### config.mk
export PLATFORM = sky130hd
export DESIGN_NAME = video_timing_gen
export DESIGN_NICKNAME = d
export VERILOG_FILES = /design/src/rtl/video_pkg.sv /design/src/rtl/video_sync_counter.sv /design/src/rtl/video_timing_gen.sv
export SDC_FILE = /design/constraint.sdc
export NUM_CORES = 1
export LEC_CHECK = 0
export CORE_ASPECT_RATIO = 0.8
export CORE_MARGIN = 2
export CORE_UTILIZATION = 37
export CTS_CLUSTER_SIZE = 14
export DETAILED_ROUTE_END_ITERATION = 16
export PLACE_DENSITY = 0.6
export REMOVE_ABC_BUFFERS = 1
export SYNTH_ARGS = -nofsm -noshare
export SYNTH_HDL_FRONTEND = slang
export SYNTH_SLANG_ARGS = --single-unit
### constraint.sdc
create_clock -name clk -period 3.7 [get_ports clk]
set_clock_uncertainty 0.05 [all_clocks]
set_input_delay 0.37 -clock clk [delete_from_list [all_inputs] [get_ports clk]]
set_output_delay 0.37 -clock clk [all_outputs]
set_load 0.05 [all_outputs]
### src/rtl/video_pkg.sv
// Shared constants for the 640x480@60 raster and the colour-bar palette.
package video_pkg;

  localparam int   H_ACTIVE_DEF = 640;
  localparam int   H_FP_DEF     = 16;
  localparam int   H_SYNC_DEF   = 96;
  localparam int   H_BP_DEF     = 48;
  localparam int   V_ACTIVE_DEF = 480;
  localparam int   V_FP_DEF     = 10;
  localparam int   V_SYNC_DEF   = 2;
  localparam int   V_BP_DEF     = 33;
  localparam logic HS_POL_DEF   = 1'b0;
  localparam logic VS_POL_DEF   = 1'b0;
  localparam int   CW_DEF       = 10;

  typedef enum logic [2:0] {
    BAR_WHITE, BAR_YELLOW, BAR_CYAN, BAR_GREEN,
    BAR_MAGENTA, BAR_RED, BAR_BLUE, BAR_BLACK
  } bar_e;

  // Returns {R, G, B}; each component is fully on or fully off.
  function automatic logic [23:0] bar_rgb(input logic [2:0] idx);
    logic [23:0] rgb;
    case (bar_e'(idx))
      BAR_WHITE:   rgb = 24'hFF_FF_FF;
      BAR_YELLOW:  rgb = 24'hFF_FF_00;
      BAR_CYAN:    rgb = 24'h00_FF_FF;
      BAR_GREEN:   rgb = 24'h00_FF_00;
      BAR_MAGENTA: rgb = 24'hFF_00_FF;
      BAR_RED:     rgb = 24'hFF_00_00;
      BAR_BLUE:    rgb = 24'h00_00_FF;
      default:     rgb = 24'h00_00_00;
    endcase
    return rgb;
  endfunction

endpackage

### src/rtl/video_sync_counter.sv
// One raster axis: wrapping position counter with active-region and sync decode.
module video_sync_counter
  import video_pkg::*;
#(
  parameter int   ACTIVE = H_ACTIVE_DEF,
  parameter int   FP     = H_FP_DEF,
  parameter int   SYNC   = H_SYNC_DEF,
  parameter int   BP     = H_BP_DEF,
  parameter logic POL    = HS_POL_DEF,
  parameter int   CW     = CW_DEF
) (
  input  logic          clk,
  input  logic          rstn,
  input  logic          en_i,
  output logic [CW-1:0] cnt_o,
  output logic          wrap_o,
  output logic          active_o,
  output logic          sync_o
);

  localparam int            TOTAL    = ACTIVE + FP + SYNC + BP;
  localparam logic [CW-1:0] LAST     = CW'(TOTAL - 1);
  localparam logic [CW-1:0] ACT_END  = CW'(ACTIVE);
  localparam logic [CW-1:0] SYNC_BEG = CW'(ACTIVE + FP);
  localparam logic [CW-1:0] SYNC_END = CW'(ACTIVE + FP + SYNC);

  logic [CW-1:0] cnt_q, cnt_d;

  always_comb begin
    cnt_d = cnt_q;
    if (en_i) begin
      cnt_d = (cnt_q == LAST) ? '0 : cnt_q + CW'(1);
    end
  end

  always_ff @(posedge clk or negedge rstn) begin
    if (!rstn) begin
      cnt_q <= '0;
    end else begin
      cnt_q <= cnt_d;
    end
  end

  assign cnt_o    = cnt_q;
  assign wrap_o   = en_i && (cnt_q == LAST);
  assign active_o = (cnt_q < ACT_END);
  assign sync_o   = ((cnt_q >= SYNC_BEG) && (cnt_q < SYNC_END)) ? POL : ~POL;

endmodule

### src/rtl/video_timing_gen.sv
// Raster timing generator with an eight-bar colour pattern; every output is
// taken from one register stage so all of them describe the same pixel.
module video_timing_gen
  import video_pkg::*;
#(
  parameter int   H_ACTIVE = H_ACTIVE_DEF,
  parameter int   H_FP     = H_FP_DEF,
  parameter int   H_SYNC   = H_SYNC_DEF,
  parameter int   H_BP     = H_BP_DEF,
  parameter int   V_ACTIVE = V_ACTIVE_DEF,
  parameter int   V_FP     = V_FP_DEF,
  parameter int   V_SYNC   = V_SYNC_DEF,
  parameter int   V_BP     = V_BP_DEF,
  parameter logic HS_POL   = HS_POL_DEF,
  parameter logic VS_POL   = VS_POL_DEF,
  parameter int   CW       = CW_DEF
) (
  input  logic          clk,
  input  logic          rstn,
  output logic          dena,
  output logic [1:0]    ctrl,
  output logic          hsync,
  output logic          vsync,
  output logic [7:0]    red,
  output logic [7:0]    green,
  output logic [7:0]    blue,
  output logic [CW-1:0] x,
  output logic [CW-1:0] y,
  output logic          frame_start
);

  localparam logic [CW-1:0] BAR_LAST = CW'(H_ACTIVE / 8 - 1);

  logic [CW-1:0] hc, vc;
  logic          h_wrap, h_act, v_act, hs, vs;
  logic          v_wrap_unused;

  video_sync_counter #(
    .ACTIVE(H_ACTIVE), .FP(H_FP), .SYNC(H_SYNC), .BP(H_BP), .POL(HS_POL), .CW(CW)
  ) u_h (
    .clk(clk), .rstn(rstn), .en_i(1'b1),
    .cnt_o(hc), .wrap_o(h_wrap), .active_o(h_act), .sync_o(hs)
  );

  // Vertical axis advances once per line, so vsync edges land on line starts.
  video_sync_counter #(
    .ACTIVE(V_ACTIVE), .FP(V_FP), .SYNC(V_SYNC), .BP(V_BP), .POL(VS_POL), .CW(CW)
  ) u_v (
    .clk(clk), .rstn(rstn), .en_i(h_wrap),
    .cnt_o(vc), .wrap_o(v_wrap_unused), .active_o(v_act), .sync_o(vs)
  );

  logic [CW-1:0] bar_cnt_q, bar_cnt_d;
  logic [2:0]    bar_idx_q, bar_idx_d;

  // bar_idx tracks hc, cleared as hc wraps so it reads 0 at hc = 0.
  always_comb begin
    bar_cnt_d = bar_cnt_q;
    bar_idx_d = bar_idx_q;
    if (h_wrap) begin
      bar_cnt_d = '0;
      bar_idx_d = '0;
    end else if (h_act) begin
      if (bar_cnt_q == BAR_LAST) begin
        bar_cnt_d = '0;
        bar_idx_d = bar_idx_q + 3'd1;
      end else begin
        bar_cnt_d = bar_cnt_q + CW'(1);
      end
    end
  end

  logic          dena_d, dena_q;
  logic          hsync_q, vsync_q;
  logic [23:0]   rgb_d, rgb_q;
  logic [CW-1:0] x_q, y_q;
  logic          fs_d, fs_q;

  assign dena_d = h_act && v_act;
  assign rgb_d  = dena_d ? bar_rgb(bar_idx_q) : 24'h0;
  assign fs_d   = (hc == '0) && (vc == '0);

  always_ff @(posedge clk or negedge rstn) begin
    if (!rstn) begin
      bar_cnt_q <= '0;
      bar_idx_q <= '0;
      dena_q    <= 1'b0;
      hsync_q   <= ~HS_POL;
      vsync_q   <= ~VS_POL;
      rgb_q     <= '0;
      x_q       <= '0;
      y_q       <= '0;
      fs_q      <= 1'b0;
    end else begin
      bar_cnt_q <= bar_cnt_d;
      bar_idx_q <= bar_idx_d;
      dena_q    <= dena_d;
      hsync_q   <= hs;
      vsync_q   <= vs;
      rgb_q     <= rgb_d;
      x_q       <= hc;
      y_q       <= vc;
      fs_q      <= fs_d;
    end
  end

  assign dena        = dena_q;
  assign hsync       = hsync_q;
  assign vsync       = vsync_q;
  assign ctrl        = {vsync_q, hsync_q};
  assign red         = rgb_q[23:16];
  assign green       = rgb_q[15:8];
  assign blue        = rgb_q[7:0];
  assign x           = x_q;
  assign y           = y_q;
  assign frame_start = fs_q;

endmodule

==> results_dict.tcl, run 1 <==
set metrics [dict create \
    worst_setup_path_start_kind "register" \
    synthArstFlopShare 1.000 \
    synth_flop_cell "dfrtp_1" \
    tightest_slew_ns 0.8746 \
    outcome "completed" \
    drive_gt1_frac 0.08727 \
    avgSynthCellArea_um2 11.20 \
    rsz0062_at_grt "false" \
    die-width_um 98.31 \
    cts_buffer_depth 2 \
    fin_crit_ns 2.375 \
    hpwl_um 3495 \
    n_antenna_cell 0 \
    worst_r2r_path_depth 6 \
    fin_util 0.4784 \
    nFillCells 644 \
    cts_tree "done" \
    vias 1784 \
    synth-seq-cells 60 \
    grt_pass1_vias 1653 \
    dieHeight_um 79.45 \
    cts.sinks 60 \
    post_drt_wl_per_cell_um 14.20 \
    antenna_found_initial 0 \
    worstPathArrival_ns 2.55 \
    fmax_mhz 421.1 \
    critical_path_class "register to register" \
    relSlewSlack 0.4169 \
    clk-insertion-delay-late_ns 0.33 \
    power_density_nw_per_um2 404.4 \
    seq_area_um2 1504 \
    hold_violations 0 \
    routed_wl_um 5140 \
    maxCapViolCount 0 \
    grt_first_pass_wirelength_um 8424 \
    crit_fanout 16 \
    setup-tns-final_ns 0 \
    yosysWarnings 0 \
    synthToLayoutAreaGrowth_pct 25.24 \
    cts_made_buffers 9 \
    cts-root-buf "clkbuf_8" \
    mostFrequentLayoutCells "dfrtp_1, clkdlybuf4s50_1, nor2_1, nand2_1, nand4_1" \
    worstPathRequired_ns 3.87 \
    synth-seq-area-share 0.5713 \
    grt-ovfl-total 0 \
    dieArea_um2 7810 \
    critPathCaptureType "register" \
    initial_utilization 0.3820 \
    path_clk_slew_ns 0.07 \
    nets 282 \
    drc 0 \
    grt_usage 0.1417 \
    synth-edff-count 0 \
    cts_resized 0 \
    final_common_cell "dfrtp_1" \
    io_pins 52 \
    core_area_um2 6892 \
    multi_input_area_um2 905.9 \
    fin_crit_sh 0.6418 \
    drtPass1Iterations 4 \
    post-cts-setup-buffers 0 \
    io_buffer_count 51 \
    setup_viol 0 \
    syn_area_um2 2633 \
    gp_congestion 0.8051 \
    min_path_type "input port to asynchronous set/reset pin" \
    grt_max_degree 42 \
    ant_nets 0 \
    ctsHoldBuffers 0 \
    slew_violations 0 \
    via_per_inst 4.928 \
    rows 27 \
    drt_iter0_markers 83 \
    synth_cells 235 \
    htreeDepth 3 \
    synthDistinctLibCells 35 \
    p_leak_nw 1.451 \
    ir_drop_uv 248.0 \
]
worst max-delay path: stages, from the launching register on:
cell	delay, ns
dfrtp_1	0.43
ha_1	0.23
nand3_2	0.16
nor4_2	0.64
buf_4	0.33
nand4_1	0.13
mux2_2	0.29
cell usage after synthesis, types with 6 or more instances:
master   instances  area [um^2]
nand2_1         14        52.55
nand3_1         11        55.05
nand4_1         12        75.07
xor2_1           8        70.07
buf_4           23        172.7
nor4_1           6        37.54
inv_1            8        30.03
o21ai_0          8        40.04
nor2_1          17        63.81
xnor2_1          9        78.83
and3_1           8        50.05
dfrtp_1         58         1451
ha_1            10        125.1
per-layer routing:
layer / track usage / vias up / part of all wire
met5: 0 / - / 0
met4: 0.04110 / 0 / 0.0031
met3: 0.06305 / 2 / 0.045
met2: 0.2129 / 45 / 0.47
met1: 0.1865 / 874 / 0.48
li1: - / 863 / -
power by group:
part | switching (W) | total (W) | internal (W)
combinational | 0.0000121 | 0.0000132 | 0.00000107
sequential | 0 | 0.000656 | 0.000656
clock | 0.000249 | 0.000664 | 0.000415
total | 0.000261 | 0.00133 | 0.00107
registers in the layout (all words and copies together), names as in the netlist:
register     flops
u_h.cnt_o       10
x               10
u_v.cnt_o       10
y               10
rgb_q            3
bar_idx_q        3
frame_start      1
bar_cnt_q       10
dena             1
vsync            1
hsync            1
final cells by class:
class,instances,area share
Clock buffer,12,0.04706
Sequential cell,60,0.4562
Tap cell,87,0.03302
Multi-Input combinational cell,138,0.2748
Timing Repair Buffer,53,0.1579
Clock inverter,4,0.02201
Inverter,8,0.009108
worst paths after layout:
path                                 to         start  slack (ns)
min in group clk                   x[1]  u_h.cnt_o[1]        0.39
setup / recovery           u_v.cnt_o[4]  u_h.cnt_o[0]        1.33
hold reg to reg                    x[1]  u_h.cnt_o[1]        0.39
setup reg to reg           u_v.cnt_o[4]  u_h.cnt_o[0]        1.33
max in group asynchronous  bar_cnt_q[3]          rstn        2.69
hold / removal                     x[5]          rstn        0.10
through the flow:
step | setup WS, ns | std cells | hold slack [ns] | cell area, um^2 | power [W]
floorplan | 0.6104 | 206 | 0.02441 | 2434 | 0.0006684
finish | 1.325 | 362 | 0.1017 | 3297 | 0.001333
CTS | 1.329 | 362 | 0.1300 | 3297 | 0.001356
global placement | 1.406 | 346 | 0.3729 | 3069 | 0.0006826
detailed placement | 1.374 | 346 | 0.3818 | 3069 | 0.0006828
global route | 1.175 | 362 | 0.1610 | 3297 | 0.001391
cell families after synthesis:
kind of cell             share of synthesized area
AO/OA/AOI/OAI                              0.04706
AND/OR/NAND/NOR                             0.1787
flip-flops                                  0.5713
buffers and inverters                      0.08698
multiplexers                               0.01188
adder cells (fa/ha/maj)                    0.04753
XOR/XNOR                                   0.05656
No activity file was read; power rests on OpenSTA's default activity.
==> inputs of run 2 (changes only) <==
--- a/config.mk
+++ b/config.mk
@@ -10,7 +10,7 @@
 export CORE_UTILIZATION = 37
 export CTS_CLUSTER_SIZE = 14
 export DETAILED_ROUTE_END_ITERATION = 16
-export PLACE_DENSITY = 0.6
+export PLACE_DENSITY = 0.63
 export REMOVE_ABC_BUFFERS = 1
 export SYNTH_ARGS = -nofsm -noshare
 export SYNTH_HDL_FRONTEND = slang
==> constraint.sdc (replaced) <==
create_clock -name clk -period 2.1 [get_ports clk]
set_clock_uncertainty 0.05 [all_clocks]
set_input_delay 0.21 -clock clk [delete_from_list [all_inputs] [get_ports clk]]
set_output_delay 0.21 -clock clk [all_outputs]
set_load 0.05 [all_outputs]
==> results_dict.tcl, run 2 (synthesis results as in run 1) <==
set metrics [dict create \
    outcome "completed" \
    mostFrequentLayoutCells "dfrtp_1, clkdlybuf4s50_1, nor2_1, nand2_1, nand4_1" \
    place_inst 356 \
    core_area_um2 6892 \
    gp_congestion 0.8017 \
    layoutNonFillerInstCount 373 \
    setup_ws_ns 0.1643 \
    setup_viol 0 \
    cts_made_buffers 9 \
    via_per_inst 4.965 \
    combPwrFrac 0.013 \
    htreeDepth 3 \
    switchingPower_w 0.0004423 \
    rsz0062_at_grt "false" \
    maxCapViolCount 0 \
    final_common_cell "dfrtp_1" \
    vias 1852 \
    worst_setup_path_start_kind "register" \
    fin_crit_sh 0.9217 \
    placed_cell_area_um2 3157 \
    cts_resized 0 \
    clockPowerShare 0.434 \
    antenna_found_initial 0 \
    die-width_um 98.31 \
    clk-insertion-delay-late_ns 0.34 \
    routed_wl_um 5011 \
    synthToLayoutAreaGrowth_pct 26.85 \
    rows 27 \
    io_buffer_count 51 \
    power_frac_seq 0.552 \
    nets 293 \
    critPathCaptureType "register" \
    ant_nets 0 \
    critical_path_class "register to register" \
    p_sw_frac 0.2112 \
    power_density_nw_per_um2 627.1 \
    fin_crit_ns 1.936 \
    cp_num_buf_inv 2 \
    intPower_w 0.001652 \
    crit_fanout 11 \
    hold_violations 0 \
    grt_pass1_vias 1748 \
    initial_utilization 0.3820 \
    p_leak_nw 1.486 \
    drtPass1Iterations 4 \
    grt_max_degree 36 \
    cts_tree "done" \
    drt_iter0_markers 98 \
    grt_first_pass_wirelength_um 8631 \
    cts_buffer_depth 2 \
    worstPathArrival_ns 2.11 \
    cts.sinks 60 \
    path_clk_slew_ns 0.06 \
    fmax_mhz 516.6 \
    crit_chain "ha_1 > nand3_2 > buf_4 > nor4_2 > buf_4 > nand4_1 > mux2_2" \
    design_area_um2 3339 \
    critPathMaxStageDelay_ns 0.43 \
    grt_usage 0.1428 \
    cp_common_cell "buf_4" \
    n_antenna_cell 0 \
    drive_gt1_frac 0.1119 \
    drc 0 \
    min_path_type "input port to asynchronous set/reset pin" \
    slowest_stage "dfrtp_1" \
    worstPathRequired_ns 2.28 \
    crit_family "flip-flops" \
    dieArea_um2 7810 \
    post_drt_wl_per_cell_um 13.43 \
    io_pins 52 \
    hpwl_um 3514 \
    pre_cts_slack_ns 0.1907 \
    tightest_slew_ns 0.5891 \
    ir_drop_uv 308.5 \
    setup-tns-final_ns 0 \
    slew_violations 0 \
    grt-ovfl-total 0 \
    relSlewSlack 0.6072 \
    dieHeight_um 79.45 \
    cts-root-buf "clkbuf_8" \
]
## run 2: through the flow
step | hold WS, ns | util | total power (W)
finish | 0.3695 | 0.4846 | 0.002094
global route | 0.4182 | 0.4846 | 0.002181
CTS | 0.3610 | 0.4846 | 0.002129
detailed placement | 0.1925 | 0.4581 | 0.001206
global placement | 0.1886 | 0.4581 | 0.001206
floorplan | -0.1356 | - | 0.001178
## run 2: path summary, 6_finish.rpt
kind	end	slack [ns]	start	cells past startpoint
worst max-delay path	u_v.cnt_o[4]	0.16	u_h.cnt_o[0]	7
worst min-delay path	u_h.cnt_o[8]	0.37	rstn	2
worst max register to register	u_v.cnt_o[4]	0.16	u_h.cnt_o[0]	7
worst min register to register	y[8]	0.40	u_v.cnt_o[8]	0
max in group asynchronous	hsync	0.97	rstn	3
min in group clk	y[8]	0.40	u_v.cnt_o[8]	0
## run 2: layer usage
| metal | part of all wire | routed length [um] | vias to the layer above | global-route usage |
|---|---|---|---|---|
| li1 | - | - | 890 | - |
| met1 | 0.49 | 2452 | 893 | 0.1966 |
| met2 | 0.43 | 2133 | 61 | 0.2054 |
| met3 | 0.073 | 367 | 8 | 0.05692 |
| met4 | 0.012 | 58 | 0 | 0.04932 |
| met5 | 0 | 0 | - | 0 |
## run 2: layout make-up
type,instances,area [um^2]
clock buffer,14,162.7
clock inverter,2,10.01
fill,638,3552
inverter,8,30.03
multi-input combinational,138,905.9
sequential,60,1504
tap,87,108.9
timing repair buffer,64,618.1
## run 2: repair_timing
item / 4_1_cts / 5_1_grt
hold buffers: 1 / 0
setup buffers: 0 / 0
endpoints found under the hold margin: 24 / 0
setup endpoints to repair: 0 / 0
## run 2: power by group through the flow
stage               combinational (W)  clock, W  sequential [W]
floorplan              0.000000000351         0         0.00118
global placement            0.0000283         0         0.00118
detailed placement          0.0000289         0         0.00118
CTS                         0.0000301  0.000943         0.00116
global route                0.0000336  0.000992         0.00116
finish                      0.0000278  0.000910         0.00116
## run 2: worst register-to-register path, delay by kind of cell (launching register included)
kind	cells	cell delay [ns]
buffers and inverters	2	0.41
muxes	1	0.29
adders and majority gates	1	0.22
and+or+nand+nor	3	0.43
DFF	1	0.43
